$ cat src/rtl/mc_ctrl_fsm_pkg.sv
// Shared types and constants for the multi-cycle MIPS control sequencer.
// State and ALU function encodings, opcode/func constants, decoder result type.
package mc_ctrl_pkg;

  typedef enum logic [3:0] {
    ST_IF     = 4'd0,
    ST_ID     = 4'd1,
    ST_EXE_R  = 4'd2,
    ST_EXE_I  = 4'd3,
    ST_EXE_LS = 4'd4,
    ST_EXE_BR = 4'd5,
    ST_EXE_J  = 4'd6,
    ST_EXE_JR = 4'd7,
    ST_MEM    = 4'd8,
    ST_WB_ALU = 4'd9,
    ST_WB_LD  = 4'd10,
    ST_HALT   = 4'd11
  } state_e;

  typedef enum logic [3:0] {
    ALU_ADD = 4'd0,
    ALU_SUB = 4'd1,
    ALU_AND = 4'd2,
    ALU_OR  = 4'd3,
    ALU_XOR = 4'd4,
    ALU_NOR = 4'd5,
    ALU_SLT = 4'd6,
    ALU_SLL = 4'd7,
    ALU_SRL = 4'd8,
    ALU_SRA = 4'd9,
    ALU_LUI = 4'd10
  } alu_op_e;

  typedef enum logic [2:0] {
    CLS_NOP  = 3'd0,
    CLS_R    = 3'd1,
    CLS_JR   = 3'd2,
    CLS_I    = 3'd3,
    CLS_LS   = 3'd4,
    CLS_BR   = 3'd5,
    CLS_J    = 3'd6,
    CLS_HALT = 3'd7
  } instr_cls_e;

  typedef struct packed {
    instr_cls_e cls;
    alu_op_e    alu_op;
    logic       ext_sel;
    logic       alu_src_a;
    logic       illegal;
  } dec_t;

  localparam logic [5:0] OP_RTYPE = 6'h00;
  localparam logic [5:0] OP_J     = 6'h02;
  localparam logic [5:0] OP_JAL   = 6'h03;
  localparam logic [5:0] OP_BEQ   = 6'h04;
  localparam logic [5:0] OP_BNE   = 6'h05;
  localparam logic [5:0] OP_ADDI  = 6'h08;
  localparam logic [5:0] OP_SLTI  = 6'h0A;
  localparam logic [5:0] OP_ANDI  = 6'h0C;
  localparam logic [5:0] OP_ORI   = 6'h0D;
  localparam logic [5:0] OP_XORI  = 6'h0E;
  localparam logic [5:0] OP_LUI   = 6'h0F;
  localparam logic [5:0] OP_LW    = 6'h23;
  localparam logic [5:0] OP_SW    = 6'h2B;

  localparam logic [5:0] FN_SLL = 6'h00;
  localparam logic [5:0] FN_SRL = 6'h02;
  localparam logic [5:0] FN_SRA = 6'h03;
  localparam logic [5:0] FN_JR  = 6'h08;
  localparam logic [5:0] FN_ADD = 6'h20;
  localparam logic [5:0] FN_SUB = 6'h22;
  localparam logic [5:0] FN_AND = 6'h24;
  localparam logic [5:0] FN_OR  = 6'h25;
  localparam logic [5:0] FN_XOR = 6'h26;
  localparam logic [5:0] FN_NOR = 6'h27;
  localparam logic [5:0] FN_SLT = 6'h2A;

  // Shifts take their A operand from the shamt field rather than rs.
  function automatic logic is_shift(input logic [5:0] fn);
    return (fn == FN_SLL) || (fn == FN_SRL) || (fn == FN_SRA);
  endfunction

endpackage

$ cat src/rtl/mc_ctrl_fsm_if.sv
// Instruction-side inputs and datapath control outputs of the sequencer.
// master = sequencer, slave = datapath.
interface mc_ctrl_fsm_if #(
  parameter int STATE_W = 4
) ();

  logic [5:0]         Opcode;
  logic [5:0]         func;
  logic               Zero;
  logic               mem_ready;
  logic               PCWre;
  logic               IRWre;
  logic               memRd;
  logic               memWt;
  logic               IorD;
  logic               RegWre;
  logic [1:0]         RegDst;
  logic [1:0]         MemtoReg;
  logic               ALUSrc_A;
  logic [1:0]         ALUSrc_B;
  logic               ExtSel;
  logic [3:0]         ALUOp;
  logic [1:0]         PCSrc;
  logic               illegal;
  logic [STATE_W-1:0] state;

  modport master (
    input  Opcode, func, Zero, mem_ready,
    output PCWre, IRWre, memRd, memWt, IorD, RegWre, RegDst, MemtoReg,
           ALUSrc_A, ALUSrc_B, ExtSel, ALUOp, PCSrc, illegal, state
  );

  modport slave (
    output Opcode, func, Zero, mem_ready,
    input  PCWre, IRWre, memRd, memWt, IorD, RegWre, RegDst, MemtoReg,
           ALUSrc_A, ALUSrc_B, ExtSel, ALUOp, PCSrc, illegal, state
  );

endinterface

$ cat src/rtl/mc_ctrl_fsm_decode.sv
// Combinational instruction decode: Opcode/func -> class, ALU function,
// extension mode, ALU A source and illegal flag.
module mc_instr_decode
  import mc_ctrl_pkg::*;
#(
  parameter logic [5:0] HALT_OP = 6'b111111
) (
  input  logic [5:0] opcode,
  input  logic [5:0] func,
  output dec_t       dec
);

  always_comb begin
    dec         = '0;
    dec.ext_sel = 1'b1;
    if (opcode == HALT_OP) begin
      dec.cls = CLS_HALT;
    end else begin
      case (opcode)
        OP_RTYPE: begin
          dec.cls       = CLS_R;
          dec.alu_src_a = is_shift(func);
          case (func)
            FN_ADD:  dec.alu_op = ALU_ADD;
            FN_SUB:  dec.alu_op = ALU_SUB;
            FN_AND:  dec.alu_op = ALU_AND;
            FN_OR:   dec.alu_op = ALU_OR;
            FN_XOR:  dec.alu_op = ALU_XOR;
            FN_NOR:  dec.alu_op = ALU_NOR;
            FN_SLT:  dec.alu_op = ALU_SLT;
            FN_SLL:  dec.alu_op = ALU_SLL;
            FN_SRL:  dec.alu_op = ALU_SRL;
            FN_SRA:  dec.alu_op = ALU_SRA;
            FN_JR:   dec.cls    = CLS_JR;
            default: begin
              dec.cls     = CLS_NOP;
              dec.illegal = 1'b1;
            end
          endcase
        end
        OP_ADDI: begin dec.cls = CLS_I; dec.alu_op = ALU_ADD; end
        OP_SLTI: begin dec.cls = CLS_I; dec.alu_op = ALU_SLT; end
        OP_ANDI: begin dec.cls = CLS_I; dec.alu_op = ALU_AND; dec.ext_sel = 1'b0; end
        OP_ORI:  begin dec.cls = CLS_I; dec.alu_op = ALU_OR;  dec.ext_sel = 1'b0; end
        OP_XORI: begin dec.cls = CLS_I; dec.alu_op = ALU_XOR; dec.ext_sel = 1'b0; end
        OP_LUI:  begin dec.cls = CLS_I; dec.alu_op = ALU_LUI; end
        OP_LW, OP_SW:   dec.cls = CLS_LS;
        OP_BEQ, OP_BNE: begin dec.cls = CLS_BR; dec.alu_op = ALU_SUB; end
        OP_J, OP_JAL:   dec.cls = CLS_J;
        default:        dec.illegal = 1'b1;
      endcase
    end
  end

endmodule

$ cat src/rtl/mc_ctrl_fsm.sv
// Multi-cycle MIPS control sequencer sharing one ALU and one memory port.
// Optional perf counters (cycle_cnt, instr_cnt) built when MC_PERF_CNT_EN is defined.
module mc_ctrl_fsm
  import mc_ctrl_pkg::*;
#(
  parameter logic [5:0] HALT_OP = 6'b111111,
  parameter int         STATE_W = 4
) (
  input  logic         clk,
  input  logic         rst,
  mc_ctrl_fsm_if.master bus
`ifdef MC_PERF_CNT_EN
  , output logic [31:0] cycle_cnt
  , output logic [31:0] instr_cnt
`endif
);

  // state     | meaning
  // IF        | fetch, wait for mem_ready, load IR, PC += 4
  // ID        | decode live Opcode/func, latch them
  // EXE_R/I   | ALU op for R-type / immediate
  // EXE_LS    | address = rs + sign-ext imm
  // EXE_BR    | compare, conditional PC write
  // EXE_J/JR  | jump (jal links $31) / jump register
  // MEM       | data access, wait for mem_ready
  // WB_ALU/LD | register write-back of ALUOut / MDR
  // HALT      | parked until reset

  state_e     state_q, state_d;
  logic [5:0] op_q, op_d;
  logic [5:0] func_q, func_d;
  dec_t       dec;
  logic [5:0] dec_op, dec_func;

  logic       pc_wre, ir_wre, mem_rd, mem_wt, i_or_d, reg_wre;
  logic [1:0] reg_dst, mem_to_reg, alu_src_b, pc_src;
  logic       alu_src_a, ext_sel, illegal;
  alu_op_e    alu_op;

  logic is_lw, is_beq, is_bne, is_jal;

  // ID decodes straight from the IR; later states use the latched copy.
  assign dec_op   = (state_q == ST_ID) ? bus.Opcode : op_q;
  assign dec_func = (state_q == ST_ID) ? bus.func   : func_q;

  mc_instr_decode #(.HALT_OP(HALT_OP)) u_decode (
    .opcode (dec_op),
    .func   (dec_func),
    .dec    (dec)
  );

  assign is_lw  = (op_q == OP_LW);
  assign is_beq = (op_q == OP_BEQ);
  assign is_bne = (op_q == OP_BNE);
  assign is_jal = (op_q == OP_JAL);

  always_ff @(posedge clk or negedge rst) begin
    if (!rst) begin
      state_q <= ST_IF;
      op_q    <= '0;
      func_q  <= '0;
    end else begin
      state_q <= state_d;
      op_q    <= op_d;
      func_q  <= func_d;
    end
  end

  always_comb begin
    state_d    = state_q;
    op_d       = op_q;
    func_d     = func_q;
    pc_wre     = 1'b0;
    ir_wre     = 1'b0;
    mem_rd     = 1'b0;
    mem_wt     = 1'b0;
    i_or_d     = 1'b0;
    reg_wre    = 1'b0;
    reg_dst    = 2'd0;
    mem_to_reg = 2'd0;
    alu_src_a  = 1'b0;
    alu_src_b  = 2'd0;
    ext_sel    = 1'b0;
    alu_op     = ALU_ADD;
    pc_src     = 2'd0;
    illegal    = 1'b0;
    case (state_q)
      ST_IF: begin
        mem_rd = 1'b1;
        if (bus.mem_ready) begin
          ir_wre  = 1'b1;
          pc_wre  = 1'b1;
          state_d = ST_ID;
        end
      end
      ST_ID: begin
        op_d    = bus.Opcode;
        func_d  = bus.func;
        illegal = dec.illegal;
        case (dec.cls)
          CLS_R:    state_d = ST_EXE_R;
          CLS_JR:   state_d = ST_EXE_JR;
          CLS_I:    state_d = ST_EXE_I;
          CLS_LS:   state_d = ST_EXE_LS;
          CLS_BR:   state_d = ST_EXE_BR;
          CLS_J:    state_d = ST_EXE_J;
          CLS_HALT: state_d = ST_HALT;
          default:  state_d = ST_IF;
        endcase
      end
      ST_EXE_R: begin
        alu_op    = dec.alu_op;
        alu_src_a = dec.alu_src_a;
        reg_dst   = 2'd1;
        state_d   = ST_WB_ALU;
      end
      ST_EXE_I: begin
        alu_op    = dec.alu_op;
        alu_src_b = 2'd1;
        ext_sel   = dec.ext_sel;
        state_d   = ST_WB_ALU;
      end
      ST_EXE_LS: begin
        alu_op    = ALU_ADD;
        alu_src_b = 2'd1;
        ext_sel   = 1'b1;
        state_d   = ST_MEM;
      end
      ST_MEM: begin
        i_or_d = 1'b1;
        mem_rd = is_lw;
        mem_wt = !is_lw;
        if (bus.mem_ready) state_d = is_lw ? ST_WB_LD : ST_IF;
      end
      ST_WB_ALU: begin
        reg_wre = 1'b1;
        reg_dst = (dec.cls == CLS_R) ? 2'd1 : 2'd0;
        state_d = ST_IF;
      end
      ST_WB_LD: begin
        reg_wre    = 1'b1;
        mem_to_reg = 2'd1;
        state_d    = ST_IF;
      end
      ST_EXE_BR: begin
        alu_op  = ALU_SUB;
        pc_src  = 2'd1;
        pc_wre  = (is_beq & bus.Zero) | (is_bne & ~bus.Zero);
        state_d = ST_IF;
      end
      ST_EXE_J: begin
        pc_wre = 1'b1;
        pc_src = 2'd2;
        if (is_jal) begin
          reg_wre    = 1'b1;
          reg_dst    = 2'd2;
          mem_to_reg = 2'd2;
        end
        state_d = ST_IF;
      end
      ST_EXE_JR: begin
        pc_wre  = 1'b1;
        pc_src  = 2'd3;
        state_d = ST_IF;
      end
      ST_HALT: state_d = ST_HALT;
      default: state_d = ST_IF;
    endcase
  end

  // Reset also gates the outputs so IF's fetch strobe is not seen during reset.
  assign bus.PCWre    = rst & pc_wre;
  assign bus.IRWre    = rst & ir_wre;
  assign bus.memRd    = rst & mem_rd;
  assign bus.memWt    = rst & mem_wt;
  assign bus.IorD     = rst & i_or_d;
  assign bus.RegWre   = rst & reg_wre;
  assign bus.RegDst   = rst ? reg_dst    : 2'd0;
  assign bus.MemtoReg = rst ? mem_to_reg : 2'd0;
  assign bus.ALUSrc_A = rst & alu_src_a;
  assign bus.ALUSrc_B = rst ? alu_src_b  : 2'd0;
  assign bus.ExtSel   = rst & ext_sel;
  assign bus.ALUOp    = rst ? 4'(alu_op) : 4'd0;
  assign bus.PCSrc    = rst ? pc_src     : 2'd0;
  assign bus.illegal  = rst & illegal;
  assign bus.state    = STATE_W'(state_q);

`ifdef MC_PERF_CNT_EN
  logic [31:0] cycle_cnt_q, cycle_cnt_d;
  logic [31:0] instr_cnt_q, instr_cnt_d;
  logic        instr_done;

  // An instruction retires when it leaves a post-fetch state for IF or HALT.
  assign instr_done = (state_q != ST_IF) && (state_q != ST_HALT) &&
                      ((state_d == ST_IF) || (state_d == ST_HALT));

  always_comb begin
    cycle_cnt_d = cycle_cnt_q;
    instr_cnt_d = instr_cnt_q;
    if (state_q != ST_HALT) cycle_cnt_d = cycle_cnt_q + 32'd1;
    if (instr_done)         instr_cnt_d = instr_cnt_q + 32'd1;
  end

  always_ff @(posedge clk or negedge rst) begin
    if (!rst) begin
      cycle_cnt_q <= '0;
      instr_cnt_q <= '0;
    end else begin
      cycle_cnt_q <= cycle_cnt_d;
      instr_cnt_q <= instr_cnt_d;
    end
  end

  assign cycle_cnt = cycle_cnt_q;
  assign instr_cnt = instr_cnt_q;
`else
  // Counters absent in this build.
`endif

endmodule

$ cat src/flat_wrapper.sv
// flat-port wrapper written by rule: the top's interface ports become plain ports
module mc_ctrl_fsm_flat import mc_ctrl_pkg::*;
#(
  parameter logic [5:0] HALT_OP = 6'b111111,
  parameter int         STATE_W = 4
)
  (clk, rst, bus_Opcode, bus_func, bus_Zero, bus_mem_ready, bus_PCWre, bus_IRWre, bus_memRd, bus_memWt, bus_IorD, bus_RegWre, bus_RegDst, bus_MemtoReg, bus_ALUSrc_A, bus_ALUSrc_B, bus_ExtSel, bus_ALUOp, bus_PCSrc, bus_illegal, bus_state);
  mc_ctrl_fsm_if #(.STATE_W(STATE_W)) bus_i ();
  input  logic clk;
  input  logic rst;
  input wire logic [$bits(bus_i.Opcode)-1:0] bus_Opcode;
  input wire logic [$bits(bus_i.func)-1:0] bus_func;
  input wire logic [$bits(bus_i.Zero)-1:0] bus_Zero;
  input wire logic [$bits(bus_i.mem_ready)-1:0] bus_mem_ready;
  output wire logic [$bits(bus_i.PCWre)-1:0] bus_PCWre;
  output wire logic [$bits(bus_i.IRWre)-1:0] bus_IRWre;
  output wire logic [$bits(bus_i.memRd)-1:0] bus_memRd;
  output wire logic [$bits(bus_i.memWt)-1:0] bus_memWt;
  output wire logic [$bits(bus_i.IorD)-1:0] bus_IorD;
  output wire logic [$bits(bus_i.RegWre)-1:0] bus_RegWre;
  output wire logic [$bits(bus_i.RegDst)-1:0] bus_RegDst;
  output wire logic [$bits(bus_i.MemtoReg)-1:0] bus_MemtoReg;
  output wire logic [$bits(bus_i.ALUSrc_A)-1:0] bus_ALUSrc_A;
  output wire logic [$bits(bus_i.ALUSrc_B)-1:0] bus_ALUSrc_B;
  output wire logic [$bits(bus_i.ExtSel)-1:0] bus_ExtSel;
  output wire logic [$bits(bus_i.ALUOp)-1:0] bus_ALUOp;
  output wire logic [$bits(bus_i.PCSrc)-1:0] bus_PCSrc;
  output wire logic [$bits(bus_i.illegal)-1:0] bus_illegal;
  output wire logic [$bits(bus_i.state)-1:0] bus_state;
  assign bus_i.Opcode = bus_Opcode;
  assign bus_i.func = bus_func;
  assign bus_i.Zero = bus_Zero;
  assign bus_i.mem_ready = bus_mem_ready;
  assign bus_PCWre = bus_i.PCWre;
  assign bus_IRWre = bus_i.IRWre;
  assign bus_memRd = bus_i.memRd;
  assign bus_memWt = bus_i.memWt;
  assign bus_IorD = bus_i.IorD;
  assign bus_RegWre = bus_i.RegWre;
  assign bus_RegDst = bus_i.RegDst;
  assign bus_MemtoReg = bus_i.MemtoReg;
  assign bus_ALUSrc_A = bus_i.ALUSrc_A;
  assign bus_ALUSrc_B = bus_i.ALUSrc_B;
  assign bus_ExtSel = bus_i.ExtSel;
  assign bus_ALUOp = bus_i.ALUOp;
  assign bus_PCSrc = bus_i.PCSrc;
  assign bus_illegal = bus_i.illegal;
  assign bus_state = bus_i.state;
  mc_ctrl_fsm #(.HALT_OP(HALT_OP), .STATE_W(STATE_W)) u_core (.clk(clk), .rst(rst), .bus(bus_i));
endmodule
$ cat config.mk
export PLATFORM = sky130hd
export DESIGN_NAME = mc_ctrl_fsm_flat
export DESIGN_NICKNAME = d
export VERILOG_FILES = /design/src/rtl/mc_ctrl_fsm_pkg.sv /design/src/rtl/mc_ctrl_fsm_if.sv /design/src/rtl/mc_ctrl_fsm_decode.sv /design/src/rtl/mc_ctrl_fsm.sv /design/src/flat_wrapper.sv
export SDC_FILE = /design/constraint.sdc
export NUM_CORES = 1
export LEC_CHECK = 0
export ABC_AREA = 1
export CAP_MARGIN = 20
export CELL_PAD_IN_SITES_DETAIL_PLACEMENT = 1
export CELL_PAD_IN_SITES_GLOBAL_PLACEMENT = 1
export CORE_ASPECT_RATIO = 1.5
export CORE_MARGIN = 5
export CORE_UTILIZATION = 34
export DETAILED_ROUTE_END_ITERATION = 10
export GPL_TIMING_DRIVEN = 0
export PLACE_DENSITY = 0.9
export SYNTH_ARGS = -nofsm -noshare
export SYNTH_HDL_FRONTEND = slang
export SYNTH_HIERARCHICAL = 1
export SYNTH_SLANG_ARGS = --single-unit
export TNS_END_PERCENT = 100
$ cat constraint.sdc
create_clock -name clk -period 4.5 [get_ports clk]
set_input_delay 0.675 -clock clk [delete_from_list [all_inputs] [get_ports clk]]
set_output_delay 0.675 -clock clk [all_outputs]
set_load 0.01 [all_outputs]
* Yosys cells after proc, flatten, opt, wreduce, memory -nomap -nowiden
Cells that the tools add are included.
Word-level totals: input port bits 16, bits in registers 16, word-level logic and storage cells 122, output and inout port bits 25
Operators by class: eq/ne operators 47, mux-type cells 40, bitwise gates (word level) 13, reduce and logical (&&, ||, !) cells 19
Operators by type and width (number):
- 6-bit equality test, second input constant | 11
- 4-bit one-hot mux with 7 select lines | 2
- 6-bit by 4-bit equality test with 1-bit output, second input constant | 7
- 4-bit one-hot mux with 9 select lines | 1
- 6-bit by 2-bit equality test with 1-bit output, second input constant | 5
- 6-bit by 3-bit equality test with 1-bit output, second input constant | 4
- 4-bit one-hot mux with 6 select lines | 1
- 4-bit by 3-bit equality test with 1-bit output, second input constant | 4
- 4-bit equality test, second input constant | 4
- 4-bit two-way mux | 4
- 3-bit one-hot mux with 5 select lines | 1
- 2-bit OR reduction | 7
- 1-bit two-way mux | 13
- 3-bit equality test, second input constant | 4
- 6-bit zero test | 2
- 6-bit two-way mux | 2
- 2-bit one-hot mux with 3 select lines | 2
- 12-bit OR reduction | 1
- 1-bit AND | 11
- 11-bit OR reduction | 1
- 10-bit OR reduction | 1
- 4-bit by 2-bit equality test with 1-bit output, second input constant | 2
- 2-bit two-way mux | 4
- 1-bit one-hot mux with 2 select lines | 4
- other kinds (17) | 21

* Longest topological paths before layout
Gate-level depths: netlist of the first run.
word-level depth 11, mapped depth 19, gate-level depth less buffers 18

* Modules after synthesis
Netlist of the first run, hierarchy kept.
Modules (own cells, without submodules):
- mc_ctrl_fsm | instances 1, area an instance 1029.7 µm², sequential area each 400.4 µm², cells each 157
- mc_instr_decode | instances 1, area an instance 355.3 µm², sequential area each 0.0 µm², cells each 76

* Least setup slack after synthesis of the first run
OpenSTA, ideal clock, no wires.
kind register to output, from register u_core.state_q[0] (netlist: u_core/bus.state[0]), to output port bus_RegDst[0], data arrival time 2177 ps, buffers on the path 1, cell stages (with the launch flop) 17, path slack 1648 ps, required time 3825 ps, cells stage by stage dfrtp_1 > inv_2 > nor2_4 > nand2_2 > inv_4 > buf_8 > o21ai_0 > inv_1 > nand2_1 > nor2_1 > nor2_1 > nand3_1 > inv_1 > nand2_1 > inv_1 > nand4_1 > o21ai_0
RTL lines:
- from (decl) | line mc_ctrl_fsm.sv:29 | state_e state_q, state_d;
- from (signal assigned) | line mc_ctrl_fsm.sv:63 | state_q <= state_d;
- to (decl) | line flat_wrapper.sv:21 | output wire logic [$bits(bus_i.RegDst)-1:0] bus_RegDst;

==> results of run 1 <==
final cells by class:
class / count / area [sq um]
buffer: 4 / 37.5
clock buffer: 4 / 55.1
fill: 552 / 2070
inverter: 42 / 160
multi-input combinational: 171 / 787
sequential: 16 / 400
tap: 45 / 56.3
timing repair buffer: 39 / 390
tightest hold or removal path: stages, from the launching register on:
cell and delay [ns]:
dfrtp_1 0.32, nand2_1 0.05, nand2_1 0.10
stage by stage:
step | util | total power, mW | setup WS (ns)
after floorplan | - | 0.876 | 1.65
after global placement | 0.463 | 1.10 | 0.707
after detailed placement | 0.463 | 1.14 | 0.600
after CTS | 0.477 | 1.28 | 0.308
after global routing | 0.477 | 1.40 | 0.105
final | 0.477 | 1.27 | 0.363
path summary, 6_finish.rpt:
path | from | endpoint | slack, ns
hold reg to reg | u_core/func_q[5] | u_core/func_q[5] | 0.51
max in group asynchronous | rst | u_core/op_q[1] | 3.06
setup / recovery | u_core/bus.state[0] | bus_RegDst[0] | 0.36
min in group asynchronous | rst | u_core/bus.state[1] | 0.91
setup reg to reg | u_core/bus.state[0] | u_core/bus.state[3] | 1.72
hold / removal | u_core/func_q[5] | u_core/func_q[5] | 0.51
synthesized netlist by cell type (2+ instances only):
| cell type | instances | area (sq um) |
|---|---|---|
| nand2_1 | 64 | 240 |
| inv_2 | 2 | 7.51 |
| nor4_1 | 2 | 12.5 |
| inv_1 | 39 | 146 |
| o21ai_0 | 11 | 55.1 |
| o22ai_1 | 2 | 12.5 |
| nor2_4 | 3 | 33.8 |
| dfrtp_1 | 16 | 400 |
| nor3_1 | 3 | 15.0 |
| nor2_1 | 40 | 150 |
| nor2_2 | 2 | 12.5 |
| nand4_1 | 4 | 25.0 |
| a21oi_1 | 11 | 55.1 |
| nand3_1 | 18 | 90.1 |
per-layer routing:
layer  track usage  wire (microns)
met1         0.178            1790
met2         0.342            2490
met3        0.0231             141
met4        0.0750             103
met5             0               0
where the power goes:
group,total (mW),internal (mW),switching [mW]
sequential,0.257,0.211,0.0462
combinational,0.882,0.292,0.590
clock,0.129,0.0776,0.0514
total,1.27,0.581,0.687
logic make-up after synthesis:
family / after synthesis / share of synthesized area
AOI/OAI and AO/OA: 29 / 0.120
buffers and inverters: 46 / 0.143
DFF: 16 / 0.289
other: 1 / 0.00271
and+or+nand+nor: 141 / 0.445
registers in the layout, indices dropped and copies added (netlist names):
register / count
u_core/bus.state: 4
u_core/op_q: 6
u_core/func_q: 6
repair_timing:
item	4_1_cts	5_1_grt
setup endpoints to repair	0	1
resized for setup	0	1
buffers inserted	0	0
==> results.cfg, run 1 <==
[logic_synthesis]
yosysWarningCount = 6
ys_seq_area_frac = 0.289
netlist_area_sq_um = 1390
ys_ff_latch = 16
synth_edf_count = 0
synth.distinct_cells = 30
syn_avg_cell_area_sq_um = 5.94
async_flop_share = 1.00
synth_nets = 249
syn_inst = 233
ys.flop_type = dfrtp_1

[placement]
place_congestion = 0.902
place_area_sq_um = 1830
dp_cells = 317
hpwl_microns = 3760
port_buffers = 39

[global_routing]
grt_pass1_wl_microns = 7690
grt_max_degree = 21
overflow = 0
track_usage = 0.173
grt_pass1_vias = 1670
grt_antenna_before_repair = 0

[timing]
finalHoldViolations = 0
hold_slack_ns = 0.509
min_period_over_period = 0.919
setup_viol = 0
slew_viol_final = 0
period_needed_ns = 4.14
clock_skew_ns = 0.00204
tns_ns = 0
worst_pin_slew_ns = 0.852
rsz0062_at_grt = no
fmax_mhz = 242
slew_headroom = 0.430

[min_path]
hold_path.class = flip-flop to flip-flop
worstHoldPathCells = 2

[worst_setup_path]
worstPathRequired_ns = 3.83
path_cells = inv_2 > nor2_4 > nand2_2 > inv_4 > buf_8 > o21ai_0 > inv_1 > nand2_1 > nor2_1 > nor2_1 > nand3_1 > inv_1 > nand2_1 > inv_1 > nand4_1 > o21ai_0 > clkdlybuf4s50_1
worstPathMaxFanout = 10
crit_type = flip-flop to primary output
worstRegToRegCells = 17
worst_path_dominant_cell_family = buffers and inverters
cp.depth = 17
critPathSlowestCell = clkdlybuf4s50_1
critPathLaunchType = flip-flop
crit_arrival_ns = 3.46
crit_path_end_kind = primary output
critPathBufInv = 7
cp_slowest_stage_delay_ns = 0.56
crit_top_cell = inv_1

[clock_tree]
clock_latency_ns = 0.25
cts_tree = built
htree_levels = 1
holdBufCountCts = 0
cts_buffers = 3
cts.clk_slew.worst_paths_ns = 0.07
clk_path_buf_depth = 2
clkSinkCount = 16
cts_root_buf = clkbuf_8

[routing]
wl_per_cell_microns = 14.1
ant_nets = 0
drc_errors = 0
vias = 1622
routed_wl_microns = 4530
drt-initial-drc-count = 44
dr.pass1.iters = 5
via_per_inst = 5.05

[final_layout]
drive_above_1_share = 0.0725
layout.nets = 293
synthToLayoutAreaGrowth_pct = 36.2
antenna_cells = 0
fin_cells = 321
layout_commonest_cell = nand2_1
layout_common_cells = 64 x nand2_1, 40 x nor2_1, 39 x clkdlybuf4s50_1, 39 x inv_1, 18 x nand3_1
finalInstanceArea_sq_um = 1890

[job]
maxCapViolCount = 0

[floorplan]
die_h_microns = 88.2
start_util = 0.350
dieArea_sq_um = 5480
chipWidth_microns = 62.1
ios = 41
num_rows = 28
core_area_sq_um = 3960

[power]
p_leak_nw = 0.913
power_density_nw_per_um2 = 672
max-vdd-ir-drop_uv = 295

[outcome]
status = finished, final reports clean
Power figures use the tool's default switching activity.
==> run 2, diff against run 1 <==
CELL_PAD_IN_SITES_DETAIL_PLACEMENT = 0   (was 1)
CORE_UTILIZATION = 45   (was 34)
DONT_BUFFER_PORTS = 1   (was not set)
PLACE_DENSITY = 0.88   (was 0.9)
==> results.cfg, run 2 (same netlist as run 1, synthesis figures left out) <==
[clock_tree]
ctsResizeCount = 0
clkSinkCount = 16
clk_path_buf_depth = 2
cts.clk_slew.worst_paths_ns = 0.07
cts_tree = built
post_cts_buffers = 0
holdBufCountCts = 0
cts_buffers = 3
clock_latency_ns = 0.25
htree_levels = 1
cts_root_buf = clkbuf_8

[worst_setup_path]
r2r_start = u_core/bus.state[0]
r2r_slack_ns = 1.69
crit_arrival_ns = 3.01
critPathSlowestCell = o21ai_0
regToRegEndpoint = u_core/bus.state[3]
worstPathRequired_ns = 3.83
critPathLaunchType = flip-flop
worstPathMaxFanout = 8
crit_path_end_kind = primary output
cp_slowest_stage_delay_ns = 0.57
crit_type = flip-flop to primary output
worstRegToRegCells = 15
path_cells = inv_2 > nor2_4 > nand2_2 > inv_4 > o21ai_0 > nand2_1 > nor2_1 > nand3_1 > nand3_1 > inv_1 > nand2_1 > inv_1 > nand4_1 > o21ai_0

[timing]
setup_viol = 0
fmax_mhz = 272
worst_pin_slew_ns = 0.708
tns_ns = 0
clock_skew_ns = 0.00372
finalHoldViolations = 0
min_period_over_period = 0.818
period_needed_ns = 3.68
slew_headroom = 0.523
slew_viol_final = 0
setup_slack_ns = 0.818
rsz0062_at_grt = no

[routing]
via_per_inst = 5.03
drt-initial-drc-count = 46
drc_errors = 0
wl_per_cell_microns = 13.0
ant_nets = 0
dr.pass1.iters = 4
vias = 1389
routed_wl_microns = 3600

[final_layout]
layout.nets = 254
n_fill_cell = 356
drive_above_1_share = 0.0844
layout_common_cells = 64 x nand2_1, 40 x nor2_1, 39 x inv_1, 18 x nand3_1, 16 x dfrtp_1
synthToLayoutAreaGrowth_pct = 7.50
antenna_cells = 0
multi_input_area_sq_um = 787
layout_commonest_cell = nand2_1
seqCellArea_sq_um = 400

[floorplan]
ios = 41
core_area_sq_um = 2940
start_util = 0.471
die_h_microns = 77.9
chipWidth_microns = 55.3
dieArea_sq_um = 4310
num_rows = 24

[power]
max-vdd-ir-drop_uv = 463
power_density_nw_per_um2 = 775
p_leak_nw = 0.771

[global_routing]
overflow = 0
met3_usage = 0.0532
grt_pass1_wl_microns = 6270
met1_usage = 0.179
grt_util_met2 = 0.336
gr-max-usage-layer = met2
grt_antenna_before_repair = 0
track_usage = 0.179
grt_pass1_vias = 1421
grt_max_degree = 21

[outcome]
status = finished, final reports clean

[placement]
hpwl_microns = 2930
port_buffers = 0
place_congestion = 0.866
dp_slack_ns = 1.14

[min_path]
hold_path.class = input port to asynchronous set/reset pin

[job]
maxCapViolCount = 0
run 2: cell type report:
cell class	count	share of cell area
multi-input cells	171	0.529
flip-flops and latches	16	0.269
inverters	42	0.108
clock buffers	4	0.0370
well taps	39	0.0328
plain buffers	4	0.0252
run 2: metal layers:
metal	wire length, microns	share of wire	vias to the layer above
met3	231	0.064	9
met2	1870	0.52	39
met4	82	0.023	0
met1	1410	0.39	606
li1	-	-	735
met5	0	0	-
run 2: critical path: cells and delay by family (launching register included):
kind	cells	cell delay, ns
AO/OA/AOI/OAI	2	0.73
buffers and inverters	4	0.36
flip-flops	1	0.51
AND/OR/NAND/NOR	8	1.15
run 2: how the worst max path moves through the flow:
stage                                    from             to  cells past startpoint
after floorplan           u_core/bus.state[0]  bus_RegDst[0]                     16
after global placement    u_core/bus.state[0]  bus_RegDst[0]                     14
after detailed placement  u_core/bus.state[0]  bus_RegDst[0]                     14
after CTS                 u_core/bus.state[0]  bus_RegDst[0]                     14
after global routing      u_core/bus.state[0]  bus_RegDst[0]                     14
final                     u_core/bus.state[0]  bus_RegDst[0]                     14
run 2: power by group:
group          internal, mW  switching (mW)  leakage [nW]
logic                 0.232           0.533         0.542
clock network        0.0777          0.0526        0.0288
registers             0.211          0.0483         0.200
total                 0.520           0.634         0.771
run 2: stage by stage:
stage / total power, mW / instance area [sq um] / util / hold WS (ns) / std cells
5_1_grt: 1.29 / 1490 / 0.506 / 0.0903 / 276
6_report: 1.15 / 1490 / 0.506 / 0.109 / 276
3_3_place_gp: 1.03 / 1430 / 0.487 / 0.380 / 272
2_1_floorplan: 0.876 / 1390 / - / 0.379 / 233
3_5_place_dp: 1.03 / 1430 / 0.487 / 0.380 / 272
4_1_cts: 1.16 / 1490 / 0.506 / 0.0990 / 276
==> run 3, diff against run 2 <==
CORE_UTILIZATION = 38   (was 45)
PLACE_DENSITY = 0.8   (was 0.88)
clock period = 3.26 ns   (was 4.5 ns; I/O delays follow)
==> results.cfg, run 3 (same netlist as run 1, synthesis figures left out) <==
[outcome]
status = finished, final reports clean

[worst_setup_path]
crit_type = flip-flop to primary output
crit_path_end_kind = primary output
worstPathRequired_ns = 2.77
cp_slowest_stage_delay_ns = 0.49
worstPathMaxFanout = 10
worst_path_dominant_cell_family = simple AND/OR/NAND/NOR gates
path_cells = inv_2 > nor2_4 > nand2_2 > inv_4 > buf_8 > o21ai_2 > inv_1 > nand2_1 > nor2_1 > nor2_1 > nand3_2 > inv_1 > nand2_1 > inv_1 > nand4_1 > o21ai_2
critPathLaunchType = flip-flop
crit_arrival_ns = 2.54
crit_top_cell = inv_1
critPathBufInv = 6
critPathSlowestCell = dfrtp_2

[global_routing]
grt_pass1_vias = 1454
track_usage = 0.161
grt_max_degree = 17
grt_pass1_wl_microns = 6290
grt_antenna_before_repair = 0
overflow = 0

[placement]
dp_slack_ns = 0.0878
dp_cells = 276
port_buffers = 0
hpwl_microns = 3040
place_congestion = 0.888

[routing]
drt-initial-drc-count = 81
drc_errors = 0
vias = 1420
ant_nets = 0
dr.pass1.iters = 4
via_per_inst = 5.05
routed_wl_microns = 3820
wl_per_cell_microns = 13.6

[final_layout]
layout_common_cells = 63 x nand2_1, 39 x inv_1, 39 x nor2_1, 17 x nand3_1, 15 x dfrtp_1
final_core_util = 0.424
fin_cells = 281
layout.nets = 255
layout_commonest_cell = nand2_1
drive_above_1_share = 0.122
antenna_cells = 0
synthToLayoutAreaGrowth_pct = 10.7

[floorplan]
num_rows = 27
ios = 41
core_area_sq_um = 3610
start_util = 0.383
dieArea_sq_um = 4980
die_h_microns = 83.9
chipWidth_microns = 59.3

[power]
p_seq_frac = 0.220
p_clk_frac = 0.110
power_density_nw_per_um2 = 1070
p_leak_nw = 0.786
p_total_mw = 1.64
max-vdd-ir-drop_uv = 523
p_comb_frac = 0.671
p_int_mw = 0.736
swShare = 0.552
p_sw_mw = 0.908

[timing]
slew_viol_final = 0
finalHoldViolations = 0
min_period_over_period = 0.928
setup_slack_ns = 0.233
hold_slack_ns = 0.402
period_needed_ns = 3.03
setup_viol = 0
slew_headroom = 0.484
fmax_mhz = 330
clock_skew_ns = 0.00298
worst_pin_slew_ns = 0.772

[clock_tree]
cts.clk_slew.worst_paths_ns = 0.07
clock_latency_ns = 0.25
post_cts_buffers = 0
cts_tree = built
clkSinkCount = 16
clk_path_buf_depth = 2
cts_root_buf = clkbuf_8
cts_buffers = 3
htree_levels = 1

[min_path]
hold_path.class = input port to flip-flop

[job]
maxCapViolCount = 0
==> run 3: stage by stage <==
step	cell area (sq um)	TNS (ns)
finish	1530	0
global route	1530	-0.00115
CTS	1510	0
detailed placement	1440	0
global placement	1440	0
floorplan	1390	0
==> run 3: layout make-up <==
type                            count  area, sq um
Inverter                           42          160
Clock buffer                        4         55.1
Tap cell                           43         53.8
Buffer                              4         37.5
Fill cell                         421         2080
Timing Repair Buffer                1         10.0
Sequential cell                    16          402
Multi-Input combinational cell    171          816
==> run 3: layer usage <==
metal	vias to the layer above	share of wire	GRT usage	wire, microns
met5	-	0	0	0
met4	0	0.0073	0.0495	28
met3	2	0.052	0.0248	200
met2	31	0.55	0.298	2080
met1	651	0.39	0.179	1500
li1	736	-	-	-
==> run 3: worst paths after layout <==
check	from	to	slack, ns	cells after the start
setup reg to reg	u_core/bus.state[0]	u_core/bus.state[3]	0.74	18
setup / recovery	u_core/bus.state[0]	bus_RegDst[0]	0.23	16
max in group asynchronous	rst	u_core/bus.state[0]	1.97	1
min in group asynchronous	rst	u_core/op_q[0]	0.76	1
hold / removal	bus_func[3]	u_core/func_q[3]	0.40	2
hold reg to reg	u_core/func_q[5]	u_core/func_q[5]	0.51	2
==> run 3: power groups by stage <==
stage / Sequential [mW] / Clock (mW) / Combinational, mW
after global routing: 0.372 / 0.200 / 1.25
after detailed placement: 0.363 / 0 / 1.06
after floorplan: 0.346 / 0 / 0.864
final: 0.361 / 0.181 / 1.10
after CTS: 0.360 / 0.189 / 1.08
after global placement: 0.361 / 0 / 1.06
==> run 3: what timing repair did <==
action / CTS / global route
pin swaps: 0 / 1
endpoints found under the setup margin: 1 / 3
resized for setup: 5 / 9
endpoints found under the hold margin: 16 / 0
hold buffers: 1 / 0
